==> src/rtl/openhmc_rf_master.sv <==
// openhmc_rf_master: serialises host RF commands into single-cycle RF enable pulses and returns data/status.
// Latency: accept at T, enable pulse at T+1, response the cycle after RF completion (>= T+3).
// Backpressure: cmd_ready low while an access is in flight; rsp_* held stable until rsp_ready.
// Build option: define OPENHMC_RF_MASTER_TIMEOUT_EN to bound the WAIT state by TIMEOUT_CYCLES.
module openhmc_rf_master #(
  parameter int HMC_RF_AWIDTH  = 4,
  parameter int HMC_RF_WWIDTH  = 64,
  parameter int HMC_RF_RWIDTH  = 64,
  parameter int TIMEOUT_CYCLES = 255
) (
  input  logic                     clk_hmc,
  input  logic                     res_hmc,
  input  logic                     cmd_valid,
  output logic                     cmd_ready,
  input  logic                     cmd_write,
  input  logic [HMC_RF_AWIDTH-1:0] cmd_addr,
  input  logic [HMC_RF_WWIDTH-1:0] cmd_wdata,
  output logic                     rsp_valid,
  input  logic                     rsp_ready,
  output logic                     rsp_write,
  output logic [HMC_RF_RWIDTH-1:0] rsp_rdata,
  output logic                     rsp_invalid,
  output logic                     rsp_timeout,
  output logic [HMC_RF_AWIDTH-1:0] rf_address,
  output logic [HMC_RF_WWIDTH-1:0] rf_write_data,
  output logic                     rf_read_en,
  output logic                     rf_write_en,
  input  logic [HMC_RF_RWIDTH-1:0] rf_read_data,
  input  logic                     rf_access_complete,
  input  logic                     rf_invalid_address
);

  localparam logic [1:0] ST_IDLE  = 2'd0;
  localparam logic [1:0] ST_ISSUE = 2'd1;
  localparam logic [1:0] ST_WAIT  = 2'd2;
  localparam logic [1:0] ST_RESP  = 2'd3;

  logic [1:0]               r_state;
  logic [1:0]               w_next_state;
  logic                     r_cmd_ready;
  logic                     r_write;
  logic                     r_inv;
  logic [HMC_RF_AWIDTH-1:0] r_rf_address;
  logic [HMC_RF_WWIDTH-1:0] r_rf_write_data;
  logic                     r_rf_read_en;
  logic                     r_rf_write_en;
  logic                     r_rsp_write;
  logic [HMC_RF_RWIDTH-1:0] r_rsp_rdata;
  logic                     r_rsp_invalid;

  logic w_cmd_acc;
  logic w_rsp_hs;
  logic w_done;
  logic w_tmo;
  logic w_inv_now;

  // Completion and invalid-address are only honoured while in WAIT
  assign w_cmd_acc = cmd_valid & r_cmd_ready;
  assign w_rsp_hs  = (r_state == ST_RESP) & rsp_ready;
  assign w_done    = (r_state == ST_WAIT) & rf_access_complete;
  assign w_inv_now = r_inv | rf_invalid_address;

`ifdef OPENHMC_RF_MASTER_TIMEOUT_EN
  localparam int CNT_W = $clog2(TIMEOUT_CYCLES + 1);
  logic [CNT_W-1:0] r_cnt;
  logic             r_rsp_timeout;

  // A completion in the cycle the count reaches the limit still wins
  assign w_tmo = (r_state == ST_WAIT) & ~rf_access_complete & (r_cnt == CNT_W'(TIMEOUT_CYCLES));

  // WAIT-cycle counter: reads 1 in the first WAIT cycle
  always_ff @(posedge clk_hmc or posedge res_hmc) begin
    if (res_hmc) begin
      r_cnt <= '0;
    end else if (w_cmd_acc) begin
      r_cnt <= '0;
    end else if (r_state == ST_ISSUE) begin
      r_cnt <= CNT_W'(1);
    end else if ((r_state == ST_WAIT) & ~w_done & ~w_tmo) begin
      r_cnt <= r_cnt + CNT_W'(1);
    end
  end

  // Timeout status is captured alongside the other response fields
  always_ff @(posedge clk_hmc or posedge res_hmc) begin
    if (res_hmc) begin
      r_rsp_timeout <= 1'b0;
    end else if (w_done) begin
      r_rsp_timeout <= 1'b0;
    end else if (w_tmo) begin
      r_rsp_timeout <= 1'b1;
    end
  end

  assign rsp_timeout = r_rsp_timeout;
`else
  logic w_unused_tmo;
  assign w_unused_tmo = (TIMEOUT_CYCLES > 0);
  assign w_tmo        = 1'b0;
  assign rsp_timeout  = 1'b0;
`endif

  // Next-state selection for the IDLE -> ISSUE -> WAIT -> RESP loop
  always_comb begin
    w_next_state = r_state;
    case (r_state)
      ST_IDLE:  if (w_cmd_acc) w_next_state = ST_ISSUE;
      ST_ISSUE: w_next_state = ST_WAIT;
      ST_WAIT:  if (w_done | w_tmo) w_next_state = ST_RESP;
      ST_RESP:  if (w_rsp_hs) w_next_state = ST_IDLE;
      default:  w_next_state = ST_IDLE;
    endcase
  end

  // State register; cmd_ready is registered so it rises one edge after reset release
  always_ff @(posedge clk_hmc or posedge res_hmc) begin
    if (res_hmc) begin
      r_state     <= ST_IDLE;
      r_cmd_ready <= 1'b0;
    end else begin
      r_state     <= w_next_state;
      r_cmd_ready <= (w_next_state == ST_IDLE);
    end
  end

  // Capture the command on accept and fire exactly one enable pulse in the following cycle
  always_ff @(posedge clk_hmc or posedge res_hmc) begin
    if (res_hmc) begin
      r_rf_address    <= '0;
      r_rf_write_data <= '0;
      r_write         <= 1'b0;
      r_rf_read_en    <= 1'b0;
      r_rf_write_en   <= 1'b0;
    end else begin
      r_rf_read_en  <= w_cmd_acc & ~cmd_write;
      r_rf_write_en <= w_cmd_acc & cmd_write;
      if (w_cmd_acc) begin
        r_rf_address    <= cmd_addr;
        r_rf_write_data <= cmd_wdata;
        r_write         <= cmd_write;
      end
    end
  end

  // Sticky invalid-address flag over the WAIT window
  always_ff @(posedge clk_hmc or posedge res_hmc) begin
    if (res_hmc) begin
      r_inv <= 1'b0;
    end else if (w_cmd_acc) begin
      r_inv <= 1'b0;
    end else if ((r_state == ST_WAIT) & rf_invalid_address) begin
      r_inv <= 1'b1;
    end
  end

  // Response fields; read data only passes for a valid read, and a timeout never reports invalid
  always_ff @(posedge clk_hmc or posedge res_hmc) begin
    if (res_hmc) begin
      r_rsp_write   <= 1'b0;
      r_rsp_rdata   <= '0;
      r_rsp_invalid <= 1'b0;
    end else if (w_done) begin
      r_rsp_write   <= r_write;
      r_rsp_invalid <= w_inv_now;
      r_rsp_rdata   <= (~r_write & ~w_inv_now) ? rf_read_data : '0;
    end else if (w_tmo) begin
      r_rsp_write   <= r_write;
      r_rsp_invalid <= 1'b0;
      r_rsp_rdata   <= '0;
    end
  end

  assign cmd_ready     = r_cmd_ready;
  assign rsp_valid     = (r_state == ST_RESP);
  assign rsp_write     = r_rsp_write;
  assign rsp_rdata     = r_rsp_rdata;
  assign rsp_invalid   = r_rsp_invalid;
  assign rf_address    = r_rf_address;
  assign rf_write_data = r_rf_write_data;
  assign rf_read_en    = r_rf_read_en;
  assign rf_write_en   = r_rf_write_en;

endmodule

==> config.mk <==
export PLATFORM = sky130hd
export DESIGN_NAME = openhmc_rf_master
export DESIGN_NICKNAME = d
export VERILOG_FILES = /design/src/rtl/openhmc_rf_master.sv
export SDC_FILE = /design/constraint.sdc
export NUM_CORES = 1
export LEC_CHECK = 0
export ABC_AREA = 1
export CAP_MARGIN = 15
export CORE_MARGIN = 4
export CORE_UTILIZATION = 40
export DETAILED_ROUTE_END_ITERATION = 16
export PLACE_DENSITY = 0.86
export SYNTH_ARGS = -nofsm -noshare
export SYNTH_HDL_FRONTEND = slang
export SYNTH_SLANG_ARGS = --single-unit
==> constraint.sdc <==
create_clock -name clk_hmc -period 5.8 [get_ports clk_hmc]
set_input_delay 1.74 -clock clk_hmc [delete_from_list [all_inputs] [get_ports clk_hmc]]
set_output_delay 1.74 -clock clk_hmc [all_outputs]
set_load 0.05 [all_outputs]
==> summary.md <==
Setup repair after global routing left no endpoint under its margin. For the pin with the worst max-slew slack, the measured transition is 0.908 ns. The effective utilization at floorplan was 41.4%; the initial detailed-routing violation count was 267.

Hold violation count in the final report: 0. In the routed design, unresolved DRC markers number 0. The final number of setup-violating endpoints was 0; the via count was 5146. For this design, the slowest cell found on the critical path is sky130_fd_sc_hd__clkdlybuf4s50_1. For this design the static power due to leakage is 3.99 nW. The pin count of the biggest net entering global routing is 104. The net count of the finished layout is 1006.

The floorplan has 42 rows. In this design, the largest share of critical-path delay is due to buffers and inverters. For the number of antenna violations at the first check in global routing, the log shows 0. The tree built by TritonCTS fans out to 141 sinks. The number of stages on the worst hold path was 2. During synthesis, Yosys emitted a total of 0 warnings. Path category of the worst min-delay check: reg -> reg. The endpoint identified for the worst register-to-register timing path is rsp_rdata[34]$_DFFE_PP0P_. After clock tree synthesis, the clock-pin slew on the worst setup and hold paths is 0.06 ns. The synthesized netlist devotes 6.47% of its cell area to compound gates. The run finished with clean final reports. For this run, the slowest stage of the critical path takes 0.82 ns. The routed design has 16900 um of wire.

The run gives 0.0135 mm^2 as the area of the core region. In the global route stage, overall resource usage came out at 21.1%. The number of setup buffers added after CTS is 0. Pin placement for this block handled 278 I/O pins. The run gives 63.3% as the sequential-to-total area share from yosys stat. The logs give 0.41 ns for the clock latency of the later-clocked register in the worst-skew pair and 0.00835 ns for the setup clock skew after layout. Number of register bits inferred by synthesis: 141. The synthesized netlist devotes 0% of its cell area to adder and majority cells.

The first detailed-routing pass ran for 4 iterations. Measured against the total synthesized area, the mux share comes to 0%. Summing the areas of all and, or, nand and nor instances in the mapped netlist gives 25.1% of the synthesized area. TritonCTS built the clock tree. The critical path is of the reg -> out type. Once layout is done, the placed cells without fillers occupy 0.00893 mm^2. The worst register-to-register path has a depth of 5. Kind of start point of the critical path: a flip-flop. Across the run, the number of max-cap violations was 0.

In the final layout, the share of cells above drive strength 1 is 5.23%. The number of max-slew violations in the final report was 0; the buffer depth of the longest clock path was 2. STA puts the critical path data required time at 4.06 ns. Data on the critical path arrives at its endpoint at 1.88 ns. In the routed layout, each cell is associated on average with a via count of 4.87.

The layout overhead on the synthesized area was 60.4%. The tools report the wire length of the first global-routing pass as 26500 um. Once detail routing completed, the nets flagged for antenna violations numbered 0. The run gives 0 as the antenna diode count. The share of the clock period used by the worst path after layout was 62.4%. Summing all placed instances gives a cell area of 0.00836 mm^2.

Once detailed placement completed, the half-perimeter wirelength came to 11700 um. Measured along the x axis, the die boundary spans 126 um. The run gives 0.0159 mm^2 as the overall die area. Largest fanout on the critical path: 6.

The worst hold path terminates at rsp_write$_DFFE_PP0P_. The critical path contains buffers and inverters numbering 2 combined. The post-synthesis cell type count is 22, and the number of resized instances in the post-cts repair step is 0. In this run the most critical hold path is launched from rsp_write$_DFFE_PP0P_.

Of the total synthesized cell area, the portion taken by XOR and XNOR cells is 0%. The total overflow left after global routing is 0. The logs give 0.380 mV for the worst-case vdd ir drop and 747 for the net count after synthesis.

The worst register-to-register path begins at r_state[0]$_DFF_PP0_. The normalized max-slew margin is 39.5%, and the shortest period the worst path allows is 3.62 ns. Overall power consumption after layout is estimated at 5.19 mW. Walking the worst path, the cells encountered are nand2_1 > inv_1 > clkdlybuf4s50_1. The count of input and output buffers was 276. The congestion estimate from routability-driven global placement came to 0.834. For the total negative slack, the log shows 0 ns. In this run, CTS created clock tree buffers numbering 17. After synthesis, the largest family of logic cells by area is simple AND/OR/NAND/NOR gates. Across all register-to-register paths, the minimum setup slack is 3.64 ns. Synthesis produced 608 cells. The cell area that synthesis handed to floorplanning was 0.00557 mm^2. The vertical extent of the die works out to 126 um. For the number of global-route vias before repair, the log shows 5028. The count of H-tree levels built during CTS is 4. In this run the power density over the cells is 581 mW/mm^2.

The category of the worst setup path capture point is a primary output. The tree is rooted in a sky130_fd_sc_hd__clkbuf_16. Each instance of the synthesized netlist takes up on average 9.16 um^2. For the number of buffers inserted for hold repair after clock tree synthesis, the log shows 0.

The post-detailed-route wirelength per cell is 16.0 um, and the top achievable clock speed is 276 MHz.
## final cells by class
| class | count | area [um^2] |
|---|---|---|
| clock inverters | 13 | 115 |
| repair buffers | 283 | 2830 |
| multi-input cells | 417 | 1770 |
| well taps | 176 | 220 |
| flip-flops and latches | 141 | 3530 |
| inverters | 7 | 31.3 |
| clock buffers | 19 | 443 |
| fillers | 1088 | 4520 |
## placed cells by master, fill, tap and decap left out, drive strengths merged
cell	instances
a21oi	2
buf	7
bufinv	1
clkbuf	19
clkdlybuf4s50	276
clkinv	5
clkinvlp	4
conb	1
dfrtp	141
inv	10
nand2	274
nand3	66
nor2	5
nor3	1
o211ai	1
o21ai	67
## power breakdown
group	switching (mW)	internal, mW
registers	0.208	1.32
clock network	0.416	0.602
logic	1.83	0.818
total	2.45	2.74
## cells by family (layout without fill, tap and decap cells)
logic type	Yosys count	after routing
flops	141	141
other cells	1	1
simple gates	346	346
compound gates	70	70
buf+inv	50	322
## sequential cells by signal, indices dropped and copies added (netlist names)
register / flops
rf_address: 4
rsp_write: 1
r_state: 2
cmd_ready: 1
rf_read_en: 1
rsp_rdata: 64
rf_write_data: 64
r_inv: 1
rf_write_en: 1
r_write: 1
rsp_invalid: 1
## worst reg2reg max path, delay by kind of cell, from the launching register on
| kind | cells | cell delay [ns] |
|---|---|---|
| buf+inv | 2 | 0.76 |
| compound gates | 1 | 0.07 |
| simple gates | 2 | 0.77 |
| flops | 1 | 0.42 |
## per-layer routing
| metal | wire length [um] | GRT usage [%] |
|---|---|---|
| met1 | 6570 | 25.9 |
| met2 | 8040 | 33.3 |
| met3 | 1960 | 9.31 |
| met4 | 295 | 7.44 |
| met5 | 0 | 0 |
## cells in the mapped netlist
library cell	n	area (um^2)
sky130_fd_sc_hd__nand2_1	273	1020
sky130_fd_sc_hd__dfrtp_1	141	3530
sky130_fd_sc_hd__nand3_1	65	325
sky130_fd_sc_hd__o21ai_1	60	300
sky130_fd_sc_hd__buf_2	12	60.1
sky130_fd_sc_hd__clkbuf_1	12	45.0
sky130_fd_sc_hd__buf_6	7	78.8
sky130_fd_sc_hd__buf_4	6	45.0
sky130_fd_sc_hd__inv_1	6	22.5
sky130_fd_sc_hd__buf_1	5	18.8
sky130_fd_sc_hd__o21ai_0	5	25.0
sky130_fd_sc_hd__nor2_1	4	15.0
sky130_fd_sc_hd__a21oi_1	2	10.0
sky130_fd_sc_hd__o21ai_2	2	17.5
sky130_fd_sc_hd__clkbuf_2	1	5.00
sky130_fd_sc_hd__conb_1	1	3.75
sky130_fd_sc_hd__inv_2	1	3.75
sky130_fd_sc_hd__nand2_2	1	6.26
sky130_fd_sc_hd__nand3_4	1	17.5
sky130_fd_sc_hd__nor2_2	1	6.26
sky130_fd_sc_hd__nor3_1	1	5.00
sky130_fd_sc_hd__o211ai_1	1	7.51
## through the flow
stage / std cells / setup slack, ns / hold slack, ns / util, %
after floorplan: 608 / 0.279 / 0.535 / -
after global placement: 1023 / 2.00 / 0.461 / 62.1
after detailed placement: 1023 / 1.98 / 0.464 / 62.1
after CTS: 1055 / 2.17 / 0.480 / 66.3
after global routing: 1056 / 2.10 / 0.497 / 66.4
final: 1056 / 2.18 / 0.476 / 66.4
## worst max-delay path by stage
stage          slack (ns)            startpoint  cells after the start                        end
3_5_place_dp         1.98    rf_access_complete                      5  rsp_rdata[34]$_DFFE_PP0P_
3_3_place_gp         2.00    rf_access_complete                      5  rsp_rdata[31]$_DFFE_PP0P_
6_report             2.18  r_state[1]$_DFF_PP0_                      3                  rsp_valid
4_1_cts              2.17  r_state[1]$_DFF_PP0_                      3                  rsp_valid
5_1_grt              2.10  r_state[1]$_DFF_PP0_                      3                  rsp_valid
2_1_floorplan        0.28               res_hmc                      1        cmd_ready$_DFF_PP0_
No activity file was read; power rests on OpenSTA's default activity.
==> patch (same flow settings) <==
Set the parameter `HMC_RF_WWIDTH` to 72 (it was 64).
--- a/src/rtl/openhmc_rf_master.sv
+++ b/src/rtl/openhmc_rf_master.sv
@@ -6,3 +6,3 @@
   parameter int HMC_RF_AWIDTH  = 4,
-  parameter int HMC_RF_WWIDTH  = 64,
+  parameter int HMC_RF_WWIDTH  = 72,
   parameter int HMC_RF_RWIDTH  = 64,
Interface: changed (resized cmd_wdata and rf_write_data); port bits go from 278 to 294. The function was not compared with the original's and may differ.
==> patch against the original RTL <==
- worst setup slack got worse by 22 ps
- routed wire length increased by 4.5%
- total power increased by 5.0%
- design area increased by 5.1%
- non-clock buffer count increased by 17
- area after synthesis increased by 5.5%
- sequential cell count increased by 8
- global-route usage decreased by 0.24 points
- critical path depth unchanged
- first-iteration DRC count increased by 36%
- combinational power increased by 8.0%
- highest routed layer unchanged
==> patch: results (changes against the original RTL) <==
- Status: complete, no violations (unchanged)
- CTS buffer count: 17 (unchanged)
- Global-route wire length before repair: 27,200 um (was 26,500 um)
- Critical path data arrival time: 1900 ps (was 1880 ps)
- Post-cts sizing count: 0 (unchanged)
- Layout cells sized above 1: 0.0506 (was 0.0523)
- Worst Min Path Start: rf_write_data[59]$_DFFE_PP0P_ (was rsp_write$_DFFE_PP0P_)
- Worst IR Drop VDD: 0.000333 V (was 0.000380 V)
- Worst-case clock buffer depth: 2 (unchanged)
- R2R setup slack: 3760 ps (was 3640 ps)
- Clk Latency, worst-skew pair: 420 ps
- GRT Total Usage: 0.209 (was 0.211)
- Initial antenna violation count: 0 (unchanged)
- Most used DFF post-synth: dfrtp_1 (unchanged)
- Hold Path Sink: rf_write_data[59]$_DFFE_PP0P_ (was rsp_write$_DFFE_PP0P_)
- CP Max Fanout: 6 (unchanged)
- DRT iter0 DRCs: 362 (was 267)
- Reg2reg start: r_inv$_DFFE_PP0P_ (was r_state[0]$_DFF_PP0_)
- Max FFs per register: 72
- Synthesized Nets: 789 (was 747)
- Slew headroom: 0.416 (was 0.395)
- Nets: 1,063 (was 1,006)
- Min-Delay Path Depth: 2 (unchanged)
- IO buf count: 292 (was 276)
- Largest net degree at the start of global routing: 118 (was 104)
- Yosys warning count: 0 (unchanged)
- Register area share after synthesis: 0.635 (was 0.633)
- Ys async rst share: 1.00 (unchanged)
- DR vias: 5,348 (was 5,146)
- Top post-synthesis cells by count: nand2_1 (297), dfrtp_1 (149), nand3_1 (65), o21ai_1 (55), clkbuf_1 (14) (was nand2_1 (273), dfrtp_1 (141), nand3_1 (65), o21ai_1 (60))
- H-tree depth: 4 (unchanged)
- DR pass1 iterations: 5 (was 4)
- RR Endpoint: rsp_rdata[41]$_DFFE_PP0P_ (was rsp_rdata[34]$_DFFE_PP0P_)
- Synth cell types: 22 (unchanged)
- Filler cells: 1,159 (was 1,088)
- Ant. Diodes: 0 (unchanged)
- Routability cong.: 0.818 (was 0.834)
- CP max-delay cell: clkdlybuf4s50_1 (unchanged)
- Synth top area share: 0.635 (was 0.633)
- Post-CTS Setup Repair Bufs: 0 (unchanged)
- FF-to-FF path depth: 4 (was 5)
- HPWL after detailed placement: 12,400 um (was 11,700 um)
- Area contributors post-synth: dfrtp_1 (63%), nand2_1 (19%), nand3_1 (5.5%) (was dfrtp_1 (63%), nand2_1 (18%), nand3_1 (5.8%))
- Post-placement cell area: 8820 um2 (was 8360 um2)
- Leak Pwr: 4.23 nW (was 3.99 nW)
- Vias in the first global route: 5,211 (was 5,028)
- Clk slew on worst S/H paths: 60 ps (about the same)
- Max stage delay on crit path: 820 ps (about the same)
- Clock Skews: 9.54 ps (was 8.35 ps)
- PD cells: 581 nW/um2 (about the same)
- Drt total wl: 17,600 um (was 16,900 um)
patch: final cells by class:
cell class / count / area [um2] / share of cell area
Clock buffer: 20 / 457 / 0.0486
Inverter: 7 / 31.3 / 0.00333
Multi-Input combinational cell: 441 / 1860 / 0.198
Timing Repair Buffer: 300 / 3000 / 0.320
Tap cell: 184 / 230 / 0.0245
Sequential cell: 149 / 3730 / 0.397
Clock inverter: 12 / 80.1 / 0.00853
patch: cells by family (layout without fill, tap and decap cells):
kind of cell / count (synthesis) / after routing / share of synthesized area
AND/OR/NAND/NOR: 370 / 370 / 0.254
flip-flops: 149 / 149 / 0.635
AO/OA/AOI/OAI: 70 / 70 / 0.0613
buffers and inverters: 52 / 339 / 0.0498
other: 1 / 1 / 0.000638
patch: power breakdown:
group / internal, mW / switching (mW) / leakage [nW]
clock network: 0.567 / 0.422 / 0.266
logic: 0.886 / 1.96 / 2.02
registers: 1.41 / 0.215 / 1.94
total: 2.86 / 2.60 / 4.23
patch: routing by layer:
| layer | vias up | track usage | part of all wire |
|---|---|---|---|
| met4 | 0 | 0.0902 | 0.034 |
| met3 | 46 | 0.0589 | 0.071 |
| met1 | 2503 | 0.262 | 0.39 |
| met2 | 205 | 0.339 | 0.50 |
| met5 | - | 0 | 0 |
| li1 | 2594 | - | - |
patch: stage by stage:
| stage | std cells | hold slack (ps) | setup slack, ps |
|---|---|---|---|
| 6_report | 1113 | 474 | 2160 |
| 5_1_grt | 1113 | 495 | 2080 |
| 4_1_cts | 1112 | 480 | 2140 |
| 3_5_place_dp | 1080 | 464 | 1840 |
| 3_3_place_gp | 1080 | 460 | 1870 |
| 2_1_floorplan | 642 | 535 | 52.0 |
patch: worst max-delay path by stage:
stage                         startpoint  slack (ps)                     to
finish              r_state[1]$_DFF_PP0_        2160              rsp_valid
detailed placement    rf_access_complete        1840  rsp_write$_DFFE_PP0P_
global route        r_state[1]$_DFF_PP0_        2080              rsp_valid
floorplan                        res_hmc          50    cmd_ready$_DFF_PP0_
global placement      rf_access_complete        1870  rsp_write$_DFFE_PP0P_
CTS                 r_state[1]$_DFF_PP0_        2140              rsp_valid
patch: critical path, delay by kind of cell (launching register included):
kind	cells	cell delay, ps
buf+inv	2	890
simple gates	1	110
flops	1	490
